$ cat config.mk
export PLATFORM = sky130hd
export DESIGN_NAME = flash_prog_seq
export DESIGN_NICKNAME = d
export VERILOG_FILES = /design/src/rtl/flash_prog_seq.sv
export SDC_FILE = /design/constraint.sdc
export NUM_CORES = 1
export LEC_CHECK = 0
export CORE_ASPECT_RATIO = 2
export CORE_MARGIN = 1.5
export CORE_UTILIZATION = 61
export CTS_BUF_LIST = sky130_fd_sc_hd__clkbuf_8
export DETAILED_ROUTE_END_ITERATION = 8
export PLACE_DENSITY = 0.95
export SYNTH_ARGS = -nofsm -noshare
export SYNTH_HDL_FRONTEND = slang
export SYNTH_SLANG_ARGS = --single-unit
$ cat constraint.sdc
create_clock -name fclk -period 3.16 [get_ports fclk]
set_input_delay 0.79 -clock fclk [delete_from_list [all_inputs] [get_ports fclk]]
set_output_delay 0.79 -clock fclk [all_outputs]
set_load 0.1 [all_outputs]
$ cat src/rtl/flash_prog_seq.sv
// flash_prog_seq: autonomous JEDEC command sequencer for an 8-bit Am29F040-class boot flash.
// Accepts a single READ / PROGRAM / SECTOR_ERASE / CHIP_ERASE command on a one-cycle start
// strobe, then drives the unlock write list and DQ6/DQ5 status polling on its own.
//
// Ports
//   fclk, rst_n           clock, asynchronous active-low reset
//   start, op, addr,      command strobe and operands (sampled only when idle)
//   wdata
//   busy, done, err       status; done/err are one-cycle pulses in the cycle busy falls
//   rdata                 READ result or last polled status byte
//   fl_a, fl_dout,        flash address / write data / data-bus drive enable
//   fl_doe
//   fl_din                flash data as seen by the FPGA
//   fl_cs, fl_oe, fl_we   active-high chip select, output enable, write enable
module flash_prog_seq #(
    parameter int unsigned WE_CYC = 4,
    parameter int unsigned SU_CYC = 1,
    parameter int unsigned TMO_W  = 26
) (
    input  logic        fclk,
    input  logic        rst_n,
    input  logic        start,
    input  logic [1:0]  op,
    input  logic [18:0] addr,
    input  logic [7:0]  wdata,
    output logic        busy,
    output logic        done,
    output logic        err,
    output logic [7:0]  rdata,
    output logic [18:0] fl_a,
    output logic [7:0]  fl_dout,
    output logic        fl_doe,
    input  logic [7:0]  fl_din,
    output logic        fl_cs,
    output logic        fl_oe,
    output logic        fl_we
);

    localparam logic [1:0] OpRead   = 2'd0;
    localparam logic [1:0] OpProg   = 2'd1;
    localparam logic [1:0] OpSecEr  = 2'd2;

    localparam int unsigned CntMax = (WE_CYC > SU_CYC) ? WE_CYC : SU_CYC;
    localparam int unsigned CntW   = $clog2(CntMax + 1);

    typedef enum logic [3:0] {
        StIdle,
        StWSu,
        StWPul,
        StWHld,
        StRSu,
        StRPul,
        StRHld,
        StPChk,
        StFin
    } state_e;

    state_e            state_q, state_d;
    logic [CntW-1:0]   cyc_q, cyc_d;
    logic [2:0]        step_q, step_d;
    logic [1:0]        op_q, op_d;
    logic [18:0]       addr_q, addr_d;
    logic [7:0]        wdata_q, wdata_d;
    logic [18:0]       fl_a_q, fl_a_d;
    logic [7:0]        fl_dout_q, fl_dout_d;
    logic [7:0]        rdata_q, rdata_d;
    logic              prev6_q, prev6_d;
    logic [TMO_W-1:0]  poll_q, poll_d;
    logic              prime_q, prime_d;
    logic              recheck_q, recheck_d;
    logic              fail_q, fail_d;

    logic              su_end, we_end;
    logic [2:0]        last_step, nxt_step;
    logic [18:0]       sector_a, poll_a;
    logic [18:0]       wr_a;
    logic [7:0]        wr_d;
    logic              tog, tmo;

    assign su_end    = (cyc_q == CntW'(SU_CYC - 1));
    assign we_end    = (cyc_q == CntW'(WE_CYC - 1));
    assign last_step = (op_q == OpProg) ? 3'd3 : 3'd5;
    assign nxt_step  = step_q + 3'd1;
    assign sector_a  = {addr_q[18:16], 16'h0000};
    assign poll_a    = (op_q == OpProg) ? addr_q : sector_a;
    assign tog       = rdata_q[6] ^ prev6_q;
    assign tmo       = (poll_q == {TMO_W{1'b1}});

    // Address/data of the write that follows the current one (entry 0 is loaded on start).
    always_comb begin
        wr_a = 19'h00555;
        wr_d = 8'hAA;
        case (nxt_step)
            3'd1: begin
                wr_a = 19'h002AA;
                wr_d = 8'h55;
            end
            3'd2: wr_d = (op_q == OpProg) ? 8'hA0 : 8'h80;
            3'd3: begin
                if (op_q == OpProg) begin
                    wr_a = addr_q;
                    wr_d = wdata_q;
                end
            end
            3'd4: begin
                wr_a = 19'h002AA;
                wr_d = 8'h55;
            end
            3'd5: begin
                if (op_q == OpSecEr) begin
                    wr_a = sector_a;
                    wr_d = 8'h30;
                end else begin
                    wr_d = 8'h10;
                end
            end
            default: ;
        endcase
    end

    always_comb begin
        state_d   = state_q;
        cyc_d     = cyc_q;
        step_d    = step_q;
        op_d      = op_q;
        addr_d    = addr_q;
        wdata_d   = wdata_q;
        fl_a_d    = fl_a_q;
        fl_dout_d = fl_dout_q;
        rdata_d   = rdata_q;
        prev6_d   = prev6_q;
        poll_d    = poll_q;
        prime_d   = prime_q;
        recheck_d = recheck_q;
        fail_d    = fail_q;

        case (state_q)
            StIdle: begin
                if (start) begin
                    op_d      = op;
                    addr_d    = addr;
                    wdata_d   = wdata;
                    cyc_d     = '0;
                    step_d    = '0;
                    poll_d    = '0;
                    prime_d   = 1'b1;
                    recheck_d = 1'b0;
                    fail_d    = 1'b0;
                    if (op == OpRead) begin
                        fl_a_d  = addr;
                        state_d = StRSu;
                    end else begin
                        // Every write list opens with 555/AA.
                        fl_a_d    = 19'h00555;
                        fl_dout_d = 8'hAA;
                        state_d   = StWSu;
                    end
                end
            end
            StWSu: begin
                cyc_d = cyc_q + CntW'(1);
                if (su_end) begin
                    cyc_d   = '0;
                    state_d = StWPul;
                end
            end
            StWPul: begin
                cyc_d = cyc_q + CntW'(1);
                if (we_end) begin
                    cyc_d   = '0;
                    state_d = StWHld;
                end
            end
            StWHld: begin
                cyc_d = cyc_q + CntW'(1);
                if (su_end) begin
                    cyc_d = '0;
                    if (step_q == last_step) begin
                        fl_a_d  = poll_a;
                        state_d = StRSu;
                    end else begin
                        step_d    = nxt_step;
                        fl_a_d    = wr_a;
                        fl_dout_d = wr_d;
                        state_d   = StWSu;
                    end
                end
            end
            StRSu: begin
                cyc_d = cyc_q + CntW'(1);
                if (su_end) begin
                    cyc_d   = '0;
                    state_d = StRPul;
                end
            end
            StRPul: begin
                cyc_d = cyc_q + CntW'(1);
                if (we_end) begin
                    cyc_d   = '0;
                    rdata_d = fl_din;
                    prev6_d = rdata_q[6];
                    if (op_q != OpRead) begin
                        poll_d = poll_q + TMO_W'(1);
                    end
                    state_d = StRHld;
                end
            end
            StRHld: begin
                cyc_d = cyc_q + CntW'(1);
                if (su_end) begin
                    cyc_d = '0;
                    if (op_q == OpRead) begin
                        state_d = StPChk;
                    end else if (!prime_q && !tog) begin
                        state_d = StPChk;
                    end else if (!prime_q && recheck_q) begin
                        // DQ6 still toggling on the confirmation pair: the operation failed.
                        fail_d  = 1'b1;
                        state_d = StPChk;
                    end else begin
                        // DQ5 set while toggling: re-arm so the next two reads form a fresh pair.
                        if (!prime_q && rdata_q[5]) begin
                            recheck_d = 1'b1;
                            prime_d   = 1'b1;
                        end else begin
                            prime_d = 1'b0;
                        end
                        if (tmo) begin
                            fail_d  = 1'b1;
                            state_d = StPChk;
                        end else begin
                            state_d = StRSu;
                        end
                    end
                end
            end
            StPChk: state_d = StFin;
            StFin:  state_d = StIdle;
            default: state_d = StIdle;
        endcase
    end

    always_ff @(posedge fclk or negedge rst_n) begin
        if (!rst_n) begin
            state_q   <= StIdle;
            cyc_q     <= '0;
            step_q    <= '0;
            op_q      <= OpRead;
            addr_q    <= '0;
            wdata_q   <= '0;
            fl_a_q    <= '0;
            fl_dout_q <= '0;
            rdata_q   <= 8'hFF;
            prev6_q   <= 1'b0;
            poll_q    <= '0;
            prime_q   <= 1'b0;
            recheck_q <= 1'b0;
            fail_q    <= 1'b0;
        end else begin
            state_q   <= state_d;
            cyc_q     <= cyc_d;
            step_q    <= step_d;
            op_q      <= op_d;
            addr_q    <= addr_d;
            wdata_q   <= wdata_d;
            fl_a_q    <= fl_a_d;
            fl_dout_q <= fl_dout_d;
            rdata_q   <= rdata_d;
            prev6_q   <= prev6_d;
            poll_q    <= poll_d;
            prime_q   <= prime_d;
            recheck_q <= recheck_d;
            fail_q    <= fail_d;
        end
    end

    // Strobes decode straight from the state register, so reset drops them at once.
    assign busy    = (state_q != StIdle) && (state_q != StFin);
    assign fl_cs   = busy;
    assign fl_doe  = (state_q == StWSu) || (state_q == StWPul) || (state_q == StWHld);
    assign fl_we   = (state_q == StWPul);
    assign fl_oe   = (state_q == StRPul);
    assign done    = (state_q == StFin) && !fail_q;
    assign err     = (state_q == StFin) && fail_q;
    assign rdata   = rdata_q;
    assign fl_a    = fl_a_q;
    assign fl_dout = fl_dout_q;

endmodule

==> results of run 1 <==
[cell families after synthesis]
logic type	count (synthesis)
AOI/OAI and AO/OA	107
buffers and inverters	52
and+or+nand+nor	276
DFF	104
adders and majority gates	9
muxes	18
xor gates and xnor gates	26
[flip-flops by register name (all words and copies together) (netlist names), 2 cells and up]
name,cells
addr_q,19
cyc_q,3
fl_a,19
fl_dout,8
op_q,2
poll_q,26
rdata,8
state_q,4
step_q,3
wdata_q,8
[worst register-to-register path, cell delays in order, from the launching register on]
cell and delay (ns):
dfrtp_1 0.78, nand4bb_1 0.37, inv_2 0.25, a22oi_2 0.07
buf_4 0.24, nor4b_1 0.45, xnor2_1 0.17, nor2_1 0.05
[layout make-up]
type                    instances  area [µm²]
flip-flops and latches        104        2613
clock buffers                  10       137.6
repair buffers                 90       808.3
fillers                       606        2238
multi-input cells             436        2631
clock inverters                 6       35.03
well taps                     100       125.1
inverters                      16       60.06
[through the flow]
step | power [W] | std cells | utilization, % | setup WS, ns
floorplan | 0.005509 | 592 | - | 0.05851
global placement | 0.006299 | 746 | 72.12 | 0.6958
detailed placement | 0.006464 | 746 | 72.12 | 0.6055
CTS | 0.007221 | 762 | 74.12 | 0.3737
global route | 0.007593 | 762 | 74.12 | 0.2508
finish | 0.007248 | 762 | 74.12 | 0.3159
[placed cells by master (no fill, tap or decap), types with 6 or more instances in the layout]
cell             netlist  layout
inv_1                 15      16
nor3_1                14      14
a21oi_1               27      26
a221oi_1               6       6
nand3_1               13      13
nand2b_1              12      12
buf_4                  2      49
a32oi_1               10      10
nor2_1                79      79
nand2_1              112     112
dfrtp_1               96      96
o21ai_0               18      18
mux2_2                13      13
clkdlybuf4s50_1        0      38
clkbuf_8               0      10
dfstp_2                8       8
ha_1                   9       9
xnor2_1               24      24
[metal layers]
| layer | up-vias | global-route usage (%) |
|---|---|---|
| met5 | - | 0 |
| met4 | 0 | 14.10 |
| li1 | 2171 | - |
| met2 | 201 | 53.17 |
| met3 | 45 | 5.376 |
| met1 | 2318 | 30.30 |
[final timing paths]
kind	from	end	slack, ns	cells past startpoint
max in group asynchronous	rst_n	rdata[3]	2.09	2
hold / removal	rst_n	fl_a[6]	0.30	1
setup reg to reg	state_q[0]	poll_q[4]	0.66	7
hold reg to reg	wdata_q[3]	wdata_q[3]	0.48	2
setup / recovery	state_q[2]	fl_we	0.32	3
min in group fclk	wdata_q[3]	wdata_q[3]	0.48	2
[power breakdown]
group	total, W	leakage [nW]	switching [W]	internal, W
logic	0.00422	1.44	0.00308	0.00113
clock network	0.000764	0.0936	0.000460	0.000304
registers	0.00227	1.30	0.000435	0.00183
total	0.00725	2.83	0.00398	0.00327
==> reports/qor.txt, run 1 <==
Ant. Diodes: 0
Metal2 WL: 7316 µm
Clock Skew: 0.01320 ns
Yosys top cell area share: 44.06%
Synth cell types: 70
VDD IR max: 1.022 mV
Synth area leaders: dfrtp_1, nand2_1, nor2_1
IO Pins: 82
Clock Latency Late Sink: 0.38 ns
Final setup viols: 0
Synth Warn #: 0
Slew HR: 55.19%
CTS Root Cell: clkbuf_8
Fmax: 0.3516 GHz
Setup crit end kind: output port
Synth Area in XOR/XNOR: 4.176%
Antenna Nets Post-Route: 0
H-tree Lvls: 3
Post-Synth Adder-Cell Area: 2.065%
First-pass GRT wire length: 21850 µm
Maximum number of pins on one net before global-route repair: 82
Post-Synth Simple-Gate Area: 24.23%
CTS tree: built
Detailed placement HPWL: 9365 µm
Clock Path Buffers: 2
HP Class: in -> async
Final Critical Period: 2.844 ns
Vias in the first global route: 4675
Critical path, cell by cell: or2_1 -> nor2_1 -> buf_4
Failing checks: DRC
Mapped Avg Cell Area: 9.211 µm²
Register area share after synthesis: 47.91%
Top-count cell post-synth: nand2_1
Largest family of logic cells by synthesized area: simple AND/OR/NAND/NOR gates
Commonest cells post-synth: nand2_1, dfrtp_1, nor2_1
Number of enable flip-flop cells after synthesis: 0
Die Height: 136.7 µm
Critical setup path kind: reg -> out
Leak: 2.831 nW
Starting Density: 63.05%
Via-to-Cell Ratio: 6.214
Post-Route M1 WL: 4868 µm
Yosys reg bits: 104
Share of post-route cells with drive strength above 1: 16.77%
Status: finished with violations
Hold_buf cts: 0
CTS clock-pin slew for the worst setup and hold paths: 0.10 ns
Routability Congestion: 0.8928
WL per Instance: 17.44 µm
Worst path arrival time: 2.05 ns
Final nets: 706
CP Buf/Inv Count: 1
Critical path startpoint category: flop
Post-Syn Nets: 641
Dpl cell area: 6237 µm²
Sink Count: 104
Worst hold slack: 0.3026 ns
DRC: 1
Pwr dens: 1131 nW/µm²
Synth Cell Area: 5453 µm²
Asr flop ratio synth: 100.0%
Post-CTS sizing: 0
Post-synthesis cell count: 592
Dominant cell type by area after synthesis: dfrtp_1
# port buffers: 81
CP Max Fanout: 17
Worst-margin pin slew: 0.6632 ns
Fin. max-slew vios: 0
Postcts setup bufs: 0
Crit path max-delay family: simple AND/OR/NAND/NOR gates
Req. time, crit path: 2.37 ns
Layout area overhead: 17.55%
Worst path max stage delay: 0.60 ns
Initial drt markers: 511
Antenna violations before repair: 0
GRT Util Overall: 28.54%
Rows: 48
Final Hold Vio Count: 0
First-pass detailed-route iteration total: 8
Max-cap violations: 0
Die span in x: 69.86 µm
Metal3 WL: 687 µm
Synth Area in Compound Gates: 14.09%
Vias: 4735
Sum Neg Setup Slack: 0 ns
Cts bufs inserted: 9
Top routing layer in use: met4
CP max stage cell: dfrtp_1
Synth Flop Type: dfrtp_1
GRT overflow: 0
Mux share of post-synthesis cell area: 3.603%
Design Area, Final: 6410 µm²
Routed WL: 13290 µm
RSZ-0062 raised after global routing: false
Core Area: 8648 µm²
Crit share post-route: 90.00%
Die area: 9550 µm²
Note: power is estimated with default switching activity, not from simulation.
==> inputs of run 2 (changes only) <==
--- a/config.mk
+++ b/config.mk
@@ -5,8 +5,8 @@
 export SDC_FILE = /design/constraint.sdc
 export NUM_CORES = 1
 export LEC_CHECK = 0
-export CORE_ASPECT_RATIO = 2
-export CORE_MARGIN = 1.5
+export CORE_ASPECT_RATIO = 1.4
+export CORE_MARGIN = 2
 export CORE_UTILIZATION = 61
 export CTS_BUF_LIST = sky130_fd_sc_hd__clkbuf_8
 export DETAILED_ROUTE_END_ITERATION = 8
==> run 2 against run 1 <==
Effect of this change:
- the flow now finishes without violations
- flip-flop and latch count unchanged
- final cell count up 0.92%
- utilization up 0.25 points
- critical path type unchanged
- first-iteration DRC count down 42%
- global-route usage down 1.9 points
- register-to-register slack better by 0.09 ns
- clock-buffer cell count down 1
==> reports/qor.txt, run 2 (synthesis results as in run 1) <==
Rows: 40 (-17%)
Sw Share: 54.23% (-0.65 points)
Sink Count: 104 (unchanged)
Ant. Diodes: 0 (unchanged)
Setup crit end kind: output port
CTS Root Cell: clkbuf_8
Post-CTS sizing: 0 (unchanged)
Final Non-Filler Cells: 769 (+0.92%)
Fin. max-slew vios: 0 (unchanged)
Die span in x: 83.91 µm (+20%)
Reg2reg setup slack: 0.75 ns (+0.09 ns)
Critical path, cell by cell: nand4bb_1 -> inv_2 -> buf_4
Slew HR: 57.06% (+1.9 points)
Worst r2r dst: poll_q[19]
Final Critical Period: 2.818 ns (-0.02608 ns)
Placed insts: 753 (+0.94%)
H-tree Lvls: 3 (unchanged)
VDD IR max: 1.287 mV (+26%)
Clock Path Buffers: 2 (unchanged)
HP Class: in -> async
Postcts setup bufs: 0 (unchanged)
Final nets: 708 (+0.28%)
First-pass detailed-route iteration total: 5 (-3)
Vias: 4705 (-0.63%)
First-pass GRT wire length: 21090 µm (-3.4%)
P_sw: 0.003967 W (-0.29%)
Initial drt markers: 295 (-42%)
Antenna violations before repair: 0 (unchanged)
Storage cell area: 2613 µm² (unchanged)
Multi-input logic area: 2631 µm² (unchanged)
CP max stage cell: dfrtp_1
Reg2reg start: state_q[0]
Met2 global-route usage: 48.16% (-5.0 points)
Hold_buf cts: 0 (unchanged)
Vias in the first global route: 4598 (-1.6%)
Fillers: 592 (-2.3%)
Maximum number of pins on one net before global-route repair: 78 (-4.9%)
Routability Congestion: 0.8525 (-4.5%)
Met3 usage: 5.413% (+0.038 points)
WL per Instance: 16.41 µm (-5.9%)
Die area: 9722 µm² (+1.8%)
Starting Density: 62.98% (-0.073 points)
Layout area overhead: 18.08%
RSZ-0062 raised after global routing: false
CP Depth: 3 (unchanged)
Status: complete, no violations
Most flop-heavy register: poll_q
CTS clock-pin slew for the worst setup and hold paths: 0.10 ns (about the same)
Int Power: 0.003347 W (+2.4%)
Leak: 2.842 nW (+0.38%)
Antenna Nets Post-Route: 0 (unchanged)
Worst path arrival time: 2.03 ns (-0.02 ns)
Most used routing layer: met2
Fmax: 0.3549 GHz (+0.93%)
Register share of total power: 30.9% (-0.4 points)
CP Max Fanout: 21 (+4)
Worst-margin pin slew: 0.6440 ns (-0.01913 ns)
Final setup viols: 0 (unchanged)
Commonest non-fill, non-tap cell in the layout: nand2_1
Clock Skew: 0.01042 ns (-0.002775 ns)
Sum Neg Setup Slack: 0 ns (unchanged)
CTS tree: built
Worst hold slack: 0.3168 ns (+0.01427 ns)
GRT Util Overall: 26.66% (-1.9 points)
Critical path startpoint category: flop
Combinational share of power: 57.5% (-0.7 points)
CP Buf/Inv Count: 2 (+1)
Pwr dens: 1136 nW/µm² (+0.46%)
Via-to-Cell Ratio: 6.118 (-1.5%)
Req. time, crit path: 2.37 ns (about the same)
Detailed placement HPWL: 8902 µm (-4.9%)
Cts bufs inserted: 9 (unchanged)
Crit share post-route: 89.18% (-0.83 points)
Clock Latency Late Sink: 0.38 ns (about the same)
Max-cap violations: 0 (unchanged)
Die Height: 115.9 µm (-15%)
Routed WL: 12620 µm (-5.0%)
Clock power frac: 11.6% (+1.1 points)
DRC: 0 (-1)
Max reg flops: 26 (unchanged)
GR met1 Demand/Resource: 30.90% (+0.61 points)
Crit path max-delay family: flip-flops
IO Pins: 82 (unchanged)
Core Area: 8658 µm² (+0.12%)
Share of post-route cells with drive strength above 1: 17.17% (+0.40 points)
GRT overflow: 0 (unchanged)
Most frequent cells in the layout: nand2_1, dfrtp_1, nor2_1
Critical setup path kind: reg -> out
Worst-case reg-to-reg path depth: 7 (unchanged)
Worst path max stage delay: 0.77 ns (+0.17 ns)
# port buffers: 81 (unchanged)
Final Hold Vio Count: 0 (unchanged)
==> run 2: how the worst max path moves through the flow <==
stage | from | end | slack (ns)
2_1_floorplan | state_q[0] | done | 0.06
3_3_place_gp | start | poll_q[20] | 0.68
3_5_place_dp | start | poll_q[19] | 0.59
4_1_cts | state_q[0] | fl_oe | 0.36
5_1_grt | state_q[0] | fl_oe | 0.17
6_report | state_q[0] | fl_oe | 0.34
==> run 2: final cells by class <==
cell class	count	area share, %
tap	105	2.040
multi-input combinational	436	40.87
sequential	104	40.58
timing repair buffer	92	12.40
inverter	16	0.9328
clock buffer	9	1.924
clock inverter	7	1.263
==> run 2: routing by layer <==
metal	part of all wire, %	routed length (µm)	up-vias
met5	0	0	-
met4	2.6	331	0
met3	5.6	703	29
met2	53	6738	203
met1	38	4847	2300
li1	-	-	2173
==> run 2: power by group through the flow <==
| stage | clock, W | sequential, W | combinational [W] |
|---|---|---|---|
| after detailed placement | 0 | 0.00227 | 0.00419 |
| final | 0.000852 | 0.00226 | 0.00420 |
| after floorplan | 0 | 0.00362 | 0.00189 |
| after CTS | 0.000865 | 0.00224 | 0.00420 |
| after global routing | 0.000920 | 0.00232 | 0.00445 |
| after global placement | 0 | 0.00223 | 0.00406 |
==> run 2: per-stage QoR <==
step                cell area (µm²)  total power, W  util, %  worst slack [ns]
finish                         6439        0.007314    74.36            0.3420
global route                   6439        0.007687    74.36            0.1696
CTS                            6439        0.007312    74.36            0.3584
detailed placement             6233        0.006458    71.99            0.5946
global placement               6233        0.006292    71.99            0.6801
floorplan                      5453        0.005509        -           0.05851
